### src/rtl/y86_pkg.sv
// y86_pkg: shared Y86-64 encodings for the SEQ datapath.
//   - icode constants HALT..POPQ
//   - program register IDs, including RSP (4) and RNONE (4'hF)
//   - OPq ifun constants
// No ports; imported with "import y86_pkg::*;".
package y86_pkg;

   // Instruction codes
   localparam logic [3:0] I_HALT   = 4'h0;
   localparam logic [3:0] I_NOP    = 4'h1;
   localparam logic [3:0] I_RRMOVQ = 4'h2;  // also cmovxx
   localparam logic [3:0] I_IRMOVQ = 4'h3;
   localparam logic [3:0] I_RMMOVQ = 4'h4;
   localparam logic [3:0] I_MRMOVQ = 4'h5;
   localparam logic [3:0] I_OPQ    = 4'h6;
   localparam logic [3:0] I_JXX    = 4'h7;
   localparam logic [3:0] I_CALL   = 4'h8;
   localparam logic [3:0] I_RET    = 4'h9;
   localparam logic [3:0] I_PUSHQ  = 4'hA;
   localparam logic [3:0] I_POPQ   = 4'hB;

   // Register IDs
   localparam logic [3:0] R_RAX   = 4'h0;
   localparam logic [3:0] R_RCX   = 4'h1;
   localparam logic [3:0] R_RDX   = 4'h2;
   localparam logic [3:0] R_RBX   = 4'h3;
   localparam logic [3:0] RSP     = 4'h4;
   localparam logic [3:0] R_RBP   = 4'h5;
   localparam logic [3:0] R_RSI   = 4'h6;
   localparam logic [3:0] R_RDI   = 4'h7;
   localparam logic [3:0] R_R8    = 4'h8;
   localparam logic [3:0] R_R14   = 4'hE;
   localparam logic [3:0] RNONE   = 4'hF;

   // OPq function codes
   localparam logic [3:0] F_ADD = 4'h0;
   localparam logic [3:0] F_SUB = 4'h1;
   localparam logic [3:0] F_AND = 4'h2;
   localparam logic [3:0] F_XOR = 4'h3;

endpackage

### src/rtl/regfile_core.sv
// regfile_core: NREG x W program register storage.
//   clk, rst_n         : rising-edge clock, async active-low reset (clears all)
//   wb_en              : commit strobe for both write ports
//   dstE/valE_in       : write port E
//   dstM/valM_in       : write port M (wins over E on the same ID)
//   srcA/valA, srcB/valB : combinational read ports; RNONE reads as 0
// Build option: REGFILE_BYPASS_EN forwards same-cycle write data to reads.
module regfile_core
   import y86_pkg::*;
#(
   parameter int NREG = 15,
   parameter int W    = 64
) (
   input  logic         clk,
   input  logic         rst_n,
   input  logic         wb_en,
   input  logic [3:0]   dstE,
   input  logic [3:0]   dstM,
   input  logic [W-1:0] valE_in,
   input  logic [W-1:0] valM_in,
   input  logic [3:0]   srcA,
   input  logic [3:0]   srcB,
   output logic [W-1:0] valA,
   output logic [W-1:0] valB
);

   logic [W-1:0] regs [NREG];

   // NOTE: the architectural state must read 0 out of reset, so every entry
   // is cleared here; this makes the array flops rather than a RAM macro.
   always_ff @(posedge clk or negedge rst_n) begin
      if (!rst_n) begin
         for (int i = 0; i < NREG; i++) regs[i] <= '0;
      end else if (wb_en) begin
         // NOTE: non-blocking writes; with both ports on one ID the later
         // assignment (port M) is the one that lands, giving popq %rsp its value.
         if (dstE != RNONE && 32'(dstE) < NREG) regs[dstE] <= valE_in;
         if (dstM != RNONE && 32'(dstM) < NREG) regs[dstM] <= valM_in;
      end
   end

   // NOTE: each output gets a default first so no path through the block
   // leaves it unassigned (which would infer a latch).
   always_comb begin
      valA = '0;
      if (srcA != RNONE && 32'(srcA) < NREG) valA = regs[srcA];
`ifdef REGFILE_BYPASS_EN
      if (rst_n && wb_en && srcA != RNONE) begin
         if (dstM == srcA)      valA = valM_in;
         else if (dstE == srcA) valA = valE_in;
      end
`endif
   end

   always_comb begin
      valB = '0;
      if (srcB != RNONE && 32'(srcB) < NREG) valB = regs[srcB];
`ifdef REGFILE_BYPASS_EN
      if (rst_n && wb_en && srcB != RNONE) begin
         if (dstM == srcB)      valB = valM_in;
         else if (dstE == srcB) valB = valE_in;
      end
`endif
   end

endmodule

### src/rtl/decode_regfile.sv
// decode_regfile: Y86-64 SEQ decode stage plus register file.
//   clk, rst_n        : rising-edge clock, async active-low reset
//   icode, rA, rB     : fields of the current instruction
//   cnd               : execute condition; enables the cmovxx write
//   wb_en             : write-back commit strobe
//   valE_in, valM_in  : write-back data for dstE / dstM
//   srcA, srcB, dstE, dstM : decoded register IDs (RNONE = 4'hF)
//   valA, valB        : register read data for execute
// Build option: REGFILE_BYPASS_EN (see regfile_core).
module decode_regfile
   import y86_pkg::*;
#(
   parameter int NREG = 15,
   parameter int W    = 64
) (
   input  logic         clk,
   input  logic         rst_n,
   input  logic [3:0]   icode,
   input  logic [3:0]   rA,
   input  logic [3:0]   rB,
   input  logic         cnd,
   input  logic         wb_en,
   input  logic [W-1:0] valE_in,
   input  logic [W-1:0] valM_in,
   output logic [3:0]   srcA,
   output logic [3:0]   srcB,
   output logic [3:0]   dstE,
   output logic [3:0]   dstM,
   output logic [W-1:0] valA,
   output logic [W-1:0] valB
);

   always_comb begin
      srcA = RNONE;
      srcB = RNONE;
      dstE = RNONE;
      dstM = RNONE;
      case (icode)
         I_RRMOVQ: begin
            srcA = rA;
            dstE = cnd ? rB : RNONE;  // cmovxx not taken writes nothing
         end
         I_IRMOVQ: dstE = rB;
         I_RMMOVQ: begin
            srcA = rA;
            srcB = rB;
         end
         I_MRMOVQ: begin
            srcB = rB;
            dstM = rA;
         end
         I_OPQ: begin
            srcA = rA;
            srcB = rB;
            dstE = rB;
         end
         I_CALL: begin
            srcB = RSP;
            dstE = RSP;
         end
         I_RET: begin
            srcA = RSP;
            srcB = RSP;
            dstE = RSP;
         end
         I_PUSHQ: begin
            srcA = rA;
            srcB = RSP;
            dstE = RSP;
         end
         I_POPQ: begin
            srcA = RSP;
            srcB = RSP;
            dstE = RSP;
            dstM = rA;
         end
         default: ;
      endcase
   end

   regfile_core #(.NREG(NREG), .W(W)) u_core (
      .clk     (clk),
      .rst_n   (rst_n),
      .wb_en   (wb_en),
      .dstE    (dstE),
      .dstM    (dstM),
      .valE_in (valE_in),
      .valM_in (valM_in),
      .srcA    (srcA),
      .srcB    (srcB),
      .valA    (valA),
      .valB    (valB)
   );

endmodule

### config.mk
export PLATFORM = sky130hd
export DESIGN_NAME = decode_regfile
export DESIGN_NICKNAME = d
export VERILOG_FILES = /design/src/rtl/y86_pkg.sv /design/src/rtl/regfile_core.sv /design/src/rtl/decode_regfile.sv
export SDC_FILE = /design/constraint.sdc
export NUM_CORES = 2
export LEC_CHECK = 0
export CELL_PAD_IN_SITES_DETAIL_PLACEMENT = 0
export CELL_PAD_IN_SITES_GLOBAL_PLACEMENT = 1
export CORE_AREA = 2 2 368 370
export CTS_BUF_LIST = sky130_fd_sc_hd__clkbuf_16
export DETAILED_ROUTE_END_ITERATION = 8
export DIE_AREA = 0 0 370 372
export PLACE_DENSITY_LB_ADDON = 0.1
export SLEW_MARGIN = 30
export SYNTH_ARGS = -nofsm -noshare
export SYNTH_HDL_FRONTEND = slang
export SYNTH_SLANG_ARGS = --single-unit
### constraint.sdc
create_clock -name clk -period 4.9 [get_ports clk]
set_clock_uncertainty 0.1 [all_clocks]
set_input_delay 1.47 -clock clk [delete_from_list [all_inputs] [get_ports clk]]
set_output_delay 1.47 -clock clk [all_outputs]
set_load 0.02 [all_outputs]
==> reports/metrics.csv <==
metric,value,unit
CTS tree,built,
Startpoint Class,input pin,
GRT Overall Usage,51.1,%
CTS Buf Count,115,
crit path cell chain,buf_12 -> or2_4 -> o31ai_4 -> buf_12 -> inv_16 -> buf_16 -> buf_16 -> buf_12 -> buf_8 -> mux2i_1 -> o22a_1 -> a31oi_4 -> buf_6,
DIE AREA,138000,µm²
Unique masters post-synth,78,
max-slew violations,0,
Synth async-reset ratio,100,%
Power per Cell Area,381,nW/µm²
"Cell Area, Synth",57000,µm²
Residual DRC,8,
share of layout cells above drive strength 1,29.7,%
register share of total power,40.1,%
failing checks,"DRC, setup timing",
placed insts,8093,
"Top FF cell, synth",dfrtp_1,
first-pass GRT wire length,502000,µm
drt first pass iters,9,
DR vias/cell,7.94,
HPWL after DPL,213000,µm
Crit Path Class,input pin to output pin,
H-tree depth,3,
Area Overhead vs Synth,40.2,%
fin cells,8602,
worst vdd ir,0.299,mV
Relative slew margins,26.1,%
smallest hold slack,0.429,ns
clock share of power,29.9,%
Placeable Area,134000,µm²
worst-path fanout max,8,
Leak,0.0324,µW
post-synth top area share,42.1,%
#FFs+latches synth,960,
GP Congestion,1.00,
top-count cell post-synth,dfrtp_1,
height of the die,372,µm
Root Buffer,clkbuf_16,
NumNets Final,6862,
Final Cycle Share,111,%
Synth area leaders,"dfrtp_1 (42%), a2bb2oi_1 (8.8%), o22ai_1 (8.5%), a221oi_1 (5.2%), clkbuf_1 (4.2%)",
initial antenna violation count,21,
# fillers,11400,
CP required,3.33,ns
Ports,288,
CP arrival,3.85,ns
Site Rows,135,
hold crit path type,register to register,
drt total wl,370000,µm
syn nets,6312,
RSZ-0062 raised after global routing,yes,
critical path's slowest cell,a31oi_4,
remaining global-route overflow,0,
number of flip-flops in the largest register,960,
total design power,30400,µW
number of DRC markers in iteration 0,12600,
Final Setup Violations,138,
synth warn,0,
max-cap violations,0,
Sw Share,35.5,%
"most used cell, CP",buf_12,
wire per inst,43.0,µm
Die W,370,µm
Achievable Freq,184,MHz
via count,68300,
status,"complete, but fails checks",
Biggest register,u_core.regs,
worst skew pair latency,0.77,ns
# port buffers,287,
Starting Density,42.4,%
Top Registers,u_core.regs (960),
Synth Area per Inst,9.24,µm²
antenna-violating nets left,0,
maximum number of pins on one net before global-route repair,165,
vias in the first global route,64500,
element type at the critical path end,output pin,
Period minus WS final,5.42,ns
cell taking the most area after synthesis,dfrtp_1,
"Seq/Total Area, Yosys",42.1,%
max incr delay on CP,0.34,ns
Final Hold Viols,0,
NetSw,10800,µW
Internal Dissipation,19600,µW
Worst Max-Slew Pin Slew,1.11,ns
number of clock sinks,960,
Combinational Power Share,30.1,%
synth cell count leaders,"dfrtp_1 (960), o22ai_1 (772), clkbuf_1 (642)",
Worst-path clk slew,0.06,ns
number of synthesized flops with an enable pin,0,
gate count after technology mapping,6168,
Clock Path Buffers,3,
final setup margin,-0.521,ns
## cell usage in the layout (no fill, tap or decap), drive strengths merged, types with 7 or more instances in the layout
cell	count
a211o	9
a211oi	127
a21oi	216
a221o	34
a221oi	343
a222oi	50
a22o	7
a22oi	155
a2bb2oi	592
a311oi	53
a31oi	89
and2	9
and3	21
buf	1100
bufinv	17
clkbuf	136
clkdlybuf4s50	142
clkinv	63
clkinvlp	8
dfrtp	960
diode	8
inv	122
mux2i	227
nand2	389
nand2b	7
nand3	105
nor2	365
nor3	94
o211ai	18
o21ai	230
o221a	55
o22a	84
o22ai	772
o2bb2ai	56
o31ai	8
o32a	47
o32ai	14
or2	31
## what timing repair did
action / 4_1_cts / 5_1_grt
resized for setup: 1024 / 466
setup buffers: 116 / 129
pin swaps: 195 / 234
endpoints found under the setup margin: 144 / 140
hold buffers: 0 / 0
cloned: 50 / 21
## cell type report
class                   count  area, µm²  share of cell area, %
multi-input cells        4254      33300                   41.6
flip-flops and latches    960      24000                   30.1
repair buffers           1273      15900                   19.9
clock buffers             116       2900                   3.63
well taps                1781       2230                   2.79
clock inverters            96        910                   1.14
inverters                 109        512                  0.640
repair inverters            5        123                  0.153
diodes                      8       20.0                 0.0250
## cells by family (layout without fill, tap and decap cells)
kind of cell / count (synthesis) / in the layout / synth area share (%)
AO/OA/AOI/OAI: 2977 / 2977 / 39.3
buffers and inverters: 954 / 1599 / 6.66
flip-flops: 960 / 960 / 42.1
multiplexers: 228 / 228 / 4.01
other: 0 / 8 / 0
AND/OR/NAND/NOR: 1049 / 1049 / 7.89
## per-stage QoR
| stage | utilization, % | setup TNS (ns) | instance area, µm² | worst slack (ns) |
|---|---|---|---|---|
| after detailed placement | 50.7 | -171.37 | 68000 | -1.39 |
| final | 59.5 | -48.94 | 79900 | -0.521 |
| after CTS | 56.9 | -41.71 | 76400 | -0.426 |
| after global routing | 59.5 | -51.87 | 79900 | -0.513 |
| after global placement | 50.7 | -173.67 | 68000 | -1.38 |
| after floorplan | - | -0.107 | 57900 | -0.00682 |
## routing by layer
| layer | GRT usage, % | wire, µm |
|---|---|---|
| met3 | 18.9 | 55000 |
| met5 | 0 | 142 |
| met2 | 71.2 | 149000 |
| met4 | 41.1 | 37600 |
| met1 | 63.0 | 128000 |
## worst paths after layout
check                                             startpoint                      endpoint  slack [ns]  cells after the start
worst max-delay path                                icode[0]                      valA[51]       -0.52                     13
worst min-delay path            u_core.regs[349]$_DFFE_PN0P_  u_core.regs[349]$_DFFE_PN0P_        0.43                      2
worst max register to register  u_core.regs[896]$_DFFE_PN0P_  u_core.regs[896]$_DFFE_PN0P_        3.79                      2
worst min register to register  u_core.regs[349]$_DFFE_PN0P_  u_core.regs[349]$_DFFE_PN0P_        0.43                      2
max in group asynchronous                              rst_n  u_core.regs[827]$_DFFE_PN0P_        2.87                      3
min in group asynchronous                              rst_n    u_core.regs[8]$_DFFE_PN0P_        0.48                      1
## power groups by stage
stage / clock, µW / combinational (µW) / sequential [µW]
2_1_floorplan: 0 / 4860 / 11300
3_3_place_gp: 0 / 7470 / 11900
4_1_cts: 9020 / 8300 / 11900
5_1_grt: 9350 / 9500 / 12300
6_report: 9090 / 9140 / 12200
3_5_place_dp: 0 / 7610 / 11900
## worst max-delay path, delay by kind of cell
family,cells,cell delay (ns)
compound gates,3,0.85
buf+inv,8,1.13
mux,1,0.11
simple gates,1,0.25
No activity file was read; power rests on OpenSTA's default activity.
